`src/rtl/instr_enc_if.sv`:
```
// Host request/response and SPI byte-engine signals of the instruction encoder.
// slave: the encoder's view; master: the host plus SPI byte engine driving it.
interface instr_enc_if;
  logic       req_valid;
  logic       req_ready;
  logic       req_write;
  logic       req_high;
  logic [5:0] req_addr;
  logic [7:0] req_wdata;
  logic       rsp_valid;
  logic [7:0] rsp_rdata;
  logic       rsp_err;
  logic       cs_n;
  logic       tx_valid;
  logic       tx_ready;
  logic [7:0] tx_byte;
  logic       rx_done;
  logic [7:0] rx_byte;

  modport slave (
    input  req_valid, req_write, req_high, req_addr, req_wdata, tx_ready, rx_done, rx_byte,
    output req_ready, rsp_valid, rsp_rdata, rsp_err, cs_n, tx_valid, tx_byte
  );

  modport master (
    output req_valid, req_write, req_high, req_addr, req_wdata, tx_ready, rx_done, rx_byte,
    input  req_ready, rsp_valid, rsp_rdata, rsp_err, cs_n, tx_valid, tx_byte
  );
endinterface

```
`src/rtl/instr_enc.sv`:
```
// Register request -> framed two-byte SPI burst (setup byte, then data or dummy byte).
// Optional watchdog abort when INSTR_ENC_TIMEOUT_EN is defined.
module instr_enc #(
  parameter logic [7:0] DUMMY_BYTE = 8'h00,
  parameter int         GAP_CYCLES = 2,
  parameter int         TIMEOUT    = 255
) (
  input logic        clk,
  input logic        rst_n,
  instr_enc_if.slave bus
);
  typedef enum logic [2:0] {IDLE, SETUP, SETUP_WAIT, DATA, DATA_WAIT, GAP} state_t;
  typedef struct packed {
    logic       write;
    logic [7:0] wdata;
  } req_t;

  state_t     state;
  req_t       req;
  logic [3:0] gap_cnt;

  logic       accept, byte_done, gap_done, wd_fire;
  logic [7:0] data_byte;

  assign accept    = (state == IDLE) && bus.req_valid && bus.req_ready;
  assign data_byte = req.write ? req.wdata : DUMMY_BYTE;
  assign gap_done  = (state == GAP) && (gap_cnt == 4'(GAP_CYCLES - 1));
  // Last byte finishes either after its handshake or in the same cycle (zero-latency master).
  assign byte_done = ((state == DATA) && bus.tx_ready && bus.rx_done) ||
                     ((state == DATA_WAIT) && bus.rx_done);

`ifdef INSTR_ENC_TIMEOUT_EN
  logic [7:0] wdog;
  logic       active, advance;

  assign active  = (state == SETUP) || (state == SETUP_WAIT) ||
                   (state == DATA)  || (state == DATA_WAIT);
  assign advance = accept || gap_done ||
                   (((state == SETUP) || (state == DATA)) && bus.tx_ready) ||
                   (((state == SETUP_WAIT) || (state == DATA_WAIT)) && bus.rx_done);
  assign wd_fire = active && !advance && (wdog == 8'(TIMEOUT - 1));

  // Cleared on every state transition, so it measures time spent in the current state.
  always_ff @(posedge clk or negedge rst_n) begin
    if (!rst_n)                 wdog <= '0;
    else if (advance || !active) wdog <= '0;
    else                        wdog <= wdog + 8'd1;
  end
`else
  // No watchdog: TIMEOUT is only legal in 1..255, so this is constant 0.
  assign wd_fire = (TIMEOUT < 1);
`endif

  always_ff @(posedge clk or negedge rst_n) begin
    if (!rst_n) begin
      state         <= IDLE;
      req           <= '0;
      gap_cnt       <= '0;
      bus.req_ready <= 1'b1;
      bus.rsp_valid <= 1'b0;
      bus.rsp_rdata <= 8'h00;
      bus.rsp_err   <= 1'b0;
      bus.cs_n      <= 1'b1;
      bus.tx_valid  <= 1'b0;
      bus.tx_byte   <= 8'h00;
    end else begin
      bus.rsp_valid <= 1'b0;
      if (wd_fire) begin
        bus.tx_valid  <= 1'b0;
        bus.cs_n      <= 1'b1;
        bus.rsp_valid <= 1'b1;
        bus.rsp_err   <= 1'b1;
        bus.rsp_rdata <= 8'h00;
        gap_cnt       <= '0;
        state         <= GAP;
      end else if (byte_done) begin
        bus.tx_valid  <= 1'b0;
        bus.cs_n      <= 1'b1;
        bus.rsp_valid <= 1'b1;
        bus.rsp_err   <= 1'b0;
        bus.rsp_rdata <= req.write ? 8'h00 : bus.rx_byte;
        gap_cnt       <= '0;
        state         <= GAP;
      end else begin
        case (state)
          IDLE: if (accept) begin
            req           <= '{write: bus.req_write, wdata: bus.req_wdata};
            bus.req_ready <= 1'b0;
            bus.cs_n      <= 1'b0;
            bus.tx_byte   <= {bus.req_write, bus.req_high, bus.req_addr};
            bus.tx_valid  <= 1'b1;
            state         <= SETUP;
          end
          SETUP: if (bus.tx_ready) begin
            if (bus.rx_done) begin
              // Setup byte taken and finished at once: go straight to the data byte.
              bus.tx_byte <= data_byte;
              state       <= DATA;
            end else begin
              bus.tx_valid <= 1'b0;
              state        <= SETUP_WAIT;
            end
          end
          SETUP_WAIT: if (bus.rx_done) begin
            bus.tx_byte  <= data_byte;
            bus.tx_valid <= 1'b1;
            state        <= DATA;
          end
          DATA: if (bus.tx_ready) begin
            bus.tx_valid <= 1'b0;
            state        <= DATA_WAIT;
          end
          DATA_WAIT: begin
          end
          GAP: if (gap_done) begin
            bus.req_ready <= 1'b1;
            state         <= IDLE;
          end else begin
            gap_cnt <= gap_cnt + 4'd1;
          end
          default: state <= IDLE;
        endcase
      end
    end
  end
endmodule

```
`src/flat_wrapper.sv`:
```
// flat-port wrapper written by rule: the top's interface ports become plain ports
module instr_enc_flat 
#(
  parameter logic [7:0] DUMMY_BYTE = 8'h00,
  parameter int         GAP_CYCLES = 2,
  parameter int         TIMEOUT    = 255
)
  (clk, rst_n, bus_req_valid, bus_req_write, bus_req_high, bus_req_addr, bus_req_wdata, bus_tx_ready, bus_rx_done, bus_rx_byte, bus_req_ready, bus_rsp_valid, bus_rsp_rdata, bus_rsp_err, bus_cs_n, bus_tx_valid, bus_tx_byte);
  instr_enc_if bus_i ();
  input logic clk;
  input logic rst_n;
  input wire logic [$bits(bus_i.req_valid)-1:0] bus_req_valid;
  input wire logic [$bits(bus_i.req_write)-1:0] bus_req_write;
  input wire logic [$bits(bus_i.req_high)-1:0] bus_req_high;
  input wire logic [$bits(bus_i.req_addr)-1:0] bus_req_addr;
  input wire logic [$bits(bus_i.req_wdata)-1:0] bus_req_wdata;
  input wire logic [$bits(bus_i.tx_ready)-1:0] bus_tx_ready;
  input wire logic [$bits(bus_i.rx_done)-1:0] bus_rx_done;
  input wire logic [$bits(bus_i.rx_byte)-1:0] bus_rx_byte;
  output wire logic [$bits(bus_i.req_ready)-1:0] bus_req_ready;
  output wire logic [$bits(bus_i.rsp_valid)-1:0] bus_rsp_valid;
  output wire logic [$bits(bus_i.rsp_rdata)-1:0] bus_rsp_rdata;
  output wire logic [$bits(bus_i.rsp_err)-1:0] bus_rsp_err;
  output wire logic [$bits(bus_i.cs_n)-1:0] bus_cs_n;
  output wire logic [$bits(bus_i.tx_valid)-1:0] bus_tx_valid;
  output wire logic [$bits(bus_i.tx_byte)-1:0] bus_tx_byte;
  assign bus_i.req_valid = bus_req_valid;
  assign bus_i.req_write = bus_req_write;
  assign bus_i.req_high = bus_req_high;
  assign bus_i.req_addr = bus_req_addr;
  assign bus_i.req_wdata = bus_req_wdata;
  assign bus_i.tx_ready = bus_tx_ready;
  assign bus_i.rx_done = bus_rx_done;
  assign bus_i.rx_byte = bus_rx_byte;
  assign bus_req_ready = bus_i.req_ready;
  assign bus_rsp_valid = bus_i.rsp_valid;
  assign bus_rsp_rdata = bus_i.rsp_rdata;
  assign bus_rsp_err = bus_i.rsp_err;
  assign bus_cs_n = bus_i.cs_n;
  assign bus_tx_valid = bus_i.tx_valid;
  assign bus_tx_byte = bus_i.tx_byte;
  instr_enc #(.DUMMY_BYTE(DUMMY_BYTE), .GAP_CYCLES(GAP_CYCLES), .TIMEOUT(TIMEOUT)) u_core (.clk(clk), .rst_n(rst_n), .bus(bus_i));
endmodule
```
`config.mk`:
```
export PLATFORM = sky130hd
export DESIGN_NAME = instr_enc_flat
export DESIGN_NICKNAME = d
export VERILOG_FILES = /design/src/rtl/instr_enc_if.sv /design/src/rtl/instr_enc.sv /design/src/flat_wrapper.sv
export SDC_FILE = /design/constraint.sdc
export NUM_CORES = 1
export LEC_CHECK = 0
export ABC_CLOCK_PERIOD_IN_PS = 1600
export BUFFER_PORTS_ARGS = -buffer_cell sky130_fd_sc_hd__buf_4
export CORE_UTILIZATION = 25
export DETAILED_ROUTE_END_ITERATION = 10
export PLACE_DENSITY = 0.56
export REMOVE_ABC_BUFFERS = 1
export SYNTH_ARGS = -nofsm -noshare
export SYNTH_HDL_FRONTEND = slang
export SYNTH_SLANG_ARGS = --single-unit
```
`constraint.sdc`:
```
create_clock -name clk -period 1.6 [get_ports clk]
set_clock_uncertainty 0.1 [all_clocks]
set_input_delay 0.32 -clock clk [delete_from_list [all_inputs] [get_ports clk]]
set_output_delay 0.32 -clock clk [all_outputs]
set_load 0.005 [all_outputs]
```
# Word level (Yosys, flattened, before mapping)
# Cells that the tools add are included.
[word_totals] word_cells=80 in_bits=29 register_bits=36 output_inout_bits=21
[classes] muxes=30 n_bitwise=1 n_reduce_logical=21 add_sub_neg=1 n_eq_ne=17
[ops] cell="$mux 8" n=5
[ops] cell="$pmux 8 s3" n=1
[ops] cell="$mux 3" n=6
[ops] cell="$pmux 3 s6" n=1
[ops] cell="$mux 1" n=12
[ops] cell="$mux 4" n=3
[ops] cell="$ne 3x2->1 const B" n=4
[ops] cell="$reduce_and 6->1" n=2
[ops] cell="$ne 2x1->1 const B" n=4
[ops] cell="$reduce_and 4->1" n=2
[ops] cell="$reduce_bool 2->1" n=4
[ops] cell="$eq 3x2->1 const B" n=2
[ops] cell="$eq 3x3->1 const B" n=2
[ops] cell="$logic_and 1x1->1" n=6
[ops] cell="$ne 3x1->1 const B" n=2
[ops] cell="$reduce_bool 5->1" n=1
[ops] cell="$add 4x1->4 const B" n=1
[ops] cell="$eq 4x1->1 const B" n=1
[ops] cell="$pmux 1 s4" n=1
[ops] cell="$reduce_and 2->1" n=2
[ops] cell="$eq 3x1->1 const B" n=1
[ops] cell="$logic_not 3->1" n=1
[ops] cell="$reduce_and 3->1" n=1
[ops] cell="$reduce_bool 3->1" n=1
[ops] cell="other kinds (4)" n=4

# Longest topological paths before layout
[depth] ltp_word=6 depth_mapped=6 ltp_nobuf=6

# Least setup slack after synthesis
# Ideal clock, no wire load.
[synth_timing] kind="flip-flop to flip-flop" from="reg u_core.state[0]" to="reg u_core.bus.tx_byte[0]" t_arrival_ns=1.435 setup_ns=0.127 path_buffers=2 path_stages_with_launch=6 required_ns=1.373 slack_ns=-0.063 synth_period_minus_slack_ns=1.663 path_cell_list="dfrtp_1 buf_4 nand3b_1 a311o_1 buf_6 mux2_1"
[synth_between] elab_chain_cells=6 word_cells_on_any_way=17 classes_between="eq/ne (6); mux (1); bitwise (1); reduce/logical (9)"
[synth_rtl] element="from (decl)" line_no="instr_enc.sv:18" source="state_t state;"
[synth_rtl] element="from (signal assigned)" line_no="instr_enc.sv:56" source="state <= IDLE;"
[synth_rtl] element="from (signal assigned)" line_no="instr_enc.sv:75" source="state <= GAP;"
[synth_rtl] element="from (signal assigned)" line_no="instr_enc.sv:83" source="state <= GAP;"
[synth_rtl] element="$eq 3x2->1" line_no="instr_enc.sv:29" source="assign byte_done = ((state == DATA) && bus.tx_ready && bus.rx_done) ||"
[synth_rtl] element="$logic_and 1x1->1 (2 in a row)" line_no="instr_enc.sv:29"
[synth_rtl] element="$logic_or 1x1->1" line_no="instr_enc.sv:29"
[synth_rtl] element="$not 1->1 (no line)"
[synth_rtl] element="$reduce_and 4->1 (no line)"
[synth_rtl] element="to (signal assigned)" line_no="instr_enc.sv:90" source="bus.tx_byte <= {bus.req_write, bus.req_high, bus.req_addr};"
[synth_rtl] element="to (signal assigned)" line_no="instr_enc.sv:97" source="bus.tx_byte <= data_byte;"
[synth_rtl] element="to (signal assigned)" line_no="instr_enc.sv:105" source="bus.tx_byte <= data_byte;"
[synth_rtl] element="to (decl)" line_no="instr_enc_if.sv:22" source="output req_ready, rsp_valid, rsp_rdata, rsp_err, cs_n, tx_valid, tx_byte"
# Several ways; a longest one is shown, not always the timed one.
# A chain may end at the register's enable or synchronous reset.

# Final worst setup path
[layout_timing] from="reg u_core.bus.req_ready" to="reg u_core.bus.tx_byte[0]"
[layout_between] elab_chain_cells=3
[layout_rtl] element="from (decl)" line_no="instr_enc_if.sv:22"
[layout_rtl] element="from (signal assigned)" line_no="instr_enc.sv:59" source="bus.req_ready <= 1'b1;"
[layout_rtl] element="from (signal assigned)" line_no="instr_enc.sv:88" source="bus.req_ready <= 1'b0;"
[layout_rtl] element="from (signal assigned)" line_no="instr_enc.sv:116" source="bus.req_ready <= 1'b1;"
[layout_rtl] element="$logic_and 1x1->1" line_no="instr_enc.sv:25" source="assign accept = (state == IDLE) && bus.req_valid && bus.req_ready;"
[layout_rtl] element="$ne 2x1->1 (no line)"
[layout_rtl] element="$reduce_and 4->1 (no line)"
# Every way passes these cells.

==> impl_metrics.toml <==
[run_status]
outcome = "finished with violations"
failed_checks = "setup timing"

[final_layout]
layout-drive-gt1-share = 0.540
fin_nets = 269
postLayoutCoreUtil = 0.399
insertedDiodeCount = 0
area_delta_synth_final_pct = 54.0

[sta]
setup_viol = 12
fin_ws_ns = -0.0703
slew_violations = 0
finalCritPeriodShare = 1.04
tightest_slew_ns = 0.501
rsz0062_at_grt = "true"
slew_headroom = 0.666
period_minus_slack_ns = 1.67
hold_viol_final = 0
max_freq_ghz = 0.599

[drt]
wirelength_um = 4470
viasPerCell = 4.37
post-route-drc-count = 0
vias = 1463
drt_iter0_drc = 53
wl_per_cell_um = 13.3
ant_nets = 0
drtPass1Iterations = 4

[global_route]
grt_pass1_vias = 1344
grtUsageTotal = 0.117
grt_first_pass_wirelength_um = 6600
grt_max_degree = 37
grt_overflow = 0
antenna_found_initial = 0

[die]
io_pins = 50
core_region_area_um2 = 6790
chipWidth_um = 85.9
fp.dieArea_um2 = 7380
fp.dieH_um = 85.9
row_count = 30
initial_utilization = 0.259

[clock_tree]
clock-sinks = 36
tritoncts = "done"
root_buffer = "clkbuf_8"
clk_latency_ns = 0.30
clockBufferDepth = 2
path_clk_slew_ns = 0.08
numCtsBuffers = 5
htree_levels = 2

[run]
cap_violations = 0

[synth]
synth_most_common_cell = "dfrtp_1"
avgSynthCellArea_um2 = 10.7
yosysTopAreaCell = "dfrtp_1"
synth_edf_count = 0
synth_top_family_by_area = "simple AND/OR/NAND/NOR gates"
synth-adder-area-share = 0.0142
yosysTopAreaCellShare = 0.484
ys_seq_area_frac = 0.514
ys_top_cells_by_count = "dfrtp_1 (34), nand2_1 (20), o21ai_0 (17)"
synthTopCellsByArea = "dfrtp_1 (48%), mux2_2 (6.4%), mux2_1 (5.1%), o21ai_0 (4.8%), nand2_1 (4.3%)"
synth_xor_area_frac = 0.0292
yosys.area_share.simple = 0.150
synth_warnings = 0
synth_area_um2 = 1760
synthMuxAreaShare = 0.121
ys_ff_latch = 36
syn_inst = 164
ys_types = 37
postSynth.topFlopCell = "dfrtp_1"
synth-compound-area-share = 0.125
synthArstFlopShare = 1.00

[setup_path]
timing.rr.start = "u_core.bus.req_ready"
r2r_cells = 3
rrSetupSlack_ns = -0.07
cp-start-kind = "flop"
worstSetupPathType = "reg -> reg"
r2r_end = "u_core.bus.tx_byte[0]"
critPathArrivalTime_ns = 1.75
cp.required_ns = 1.68
crit_fanout = 5
end_kind = "flop"

[power_and_ir_drop]
intPower_mw = 3.11
seq_power_share = 0.342
peakVddDrop_v = 0.000644
p_leak_nw = 1.31
p_sw_mw = 1.71
power.density_nw_per_um2 = 1780
netSwitchingFraction = 0.354
combPwrFrac = 0.515
clock_power_share = 0.143

[placement]
post-place-ws_ns = -0.126
dp_hpwl_um = 2890
port_buffers = 48
place_congestion = 0.745

[hold_path]
min_from = "bus_req_wdata[4]"
worstHoldPathType = "in -> reg"
holdPathEnd = "u_core.req[4]"
min_path_cells = 2
==> cells in the final DEF, fill, tap and decap left out, types with 3 or more instances in the layout <==
cell and count:
o21ai_1 6, mux2_1 4, buf_6 3, o21ai_2 7, a21oi_1 4, nor3b_2 3
nand2_1 12, dfrtp_1 32, nand2b_1 8, xnor2_1 3, clkbuf_8 6, mux2_2 9
mux2_4 5, nor2_1 8, o31ai_1 8, o21ai_0 4, nand2_2 3, nand2_4 5
buf_4 69
==> area by class of cell <==
class,count,area (um2)
fill,662,4090
multi-input combinational,114,926
sequential,36,906
timing repair buffer,77,652
tap,96,120
clock buffer,8,90.1
inverter,4,15.0
==> what timing repair did <==
| item | in CTS | in global routing |
|---|---|---|
| hold buffers | 1 | 0 |
| gates cloned | 1 | 2 |
| hold endpoints to repair | 34 | 0 |
| setup buffers | 3 | 5 |
| resized for setup | 7 | 47 |
| pin swaps | 2 | 14 |
| endpoints found under the setup margin | 20 | 30 |
==> registers in the layout, indices dropped and copies added (netlist names) <==
| register | flops |
|---|---|
| u_core.req | 9 |
| u_core.bus.req_ready | 1 |
| u_core.bus.tx_valid | 1 |
| u_core.bus.tx_byte | 8 |
| u_core.state | 3 |
| u_core.gap_cnt | 4 |
| u_core.bus.rsp_rdata | 8 |
| u_core.bus.rsp_valid | 1 |
| u_core.bus.cs_n | 1 |
==> kinds of logic after synthesis <==
group | count (synthesis)
and+or+nand+nor | 50
AOI/OAI and AO/OA | 36
DFF | 36
muxes | 19
buffers and inverters | 15
xor gates and xnor gates | 5
adders and majority gates | 2
other | 1
==> worst max-delay path, cell delays in order, from the launching register on <==
cell and delay, ns:
dfstp_2 0.54, nand3b_1 0.15, a311o_2 0.43, mux2_1 0.33
==> metal layers <==
metal	vias to the layer above	global-route usage	wire [um]
li1	720	-	-
met1	707	0.151	1960
met2	31	0.188	2290
met3	5	0.0346	174
met4	0	0.0364	45
met5	-	0	0
==> power by group through the flow <==
stage | clock [mW] | combinational, mW | sequential (mW)
final | 0.690 | 2.48 | 1.65
after global routing | 0.755 | 2.72 | 1.70
after CTS | 0.713 | 2.06 | 1.60
after detailed placement | 0 | 1.93 | 1.61
after global placement | 0 | 1.91 | 1.60
after floorplan | 0 | 0.889 | 1.62
==> worst max path at each step <==
stage          slack [ns]            startpoint  depth (start not counted)                    end
6_report            -0.07  u_core.bus.req_ready                          3  u_core.bus.tx_byte[0]
5_1_grt             -0.12  u_core.bus.req_ready                          3  u_core.bus.tx_byte[5]
4_1_cts             -0.03  u_core.bus.req_ready                          3  u_core.bus.tx_byte[0]
3_5_place_dp        -0.13  u_core.bus.req_ready                          3  u_core.bus.tx_byte[4]
3_3_place_gp        -0.10  u_core.bus.req_ready                          3  u_core.bus.tx_byte[7]
2_1_floorplan       -0.23       u_core.state[2]                          4        u_core.bus.cs_n
==> per-stage QoR <==
stage | hold WS, ns | power, mW | std cells | cell area (um2) | setup TNS, ns
global placement | 0.214 | 3.51 | 316 | 2340 | -0.961
floorplan | -0.0756 | 2.51 | 153 | 1700 | -2.92
finish | 0.153 | 4.82 | 335 | 2710 | -0.463
detailed placement | 0.221 | 3.54 | 316 | 2340 | -0.996
CTS | 0.148 | 4.38 | 329 | 2500 | -0.0881
global route | 0.151 | 5.17 | 335 | 2710 | -1.27
(Power assumes the default switching activity.)
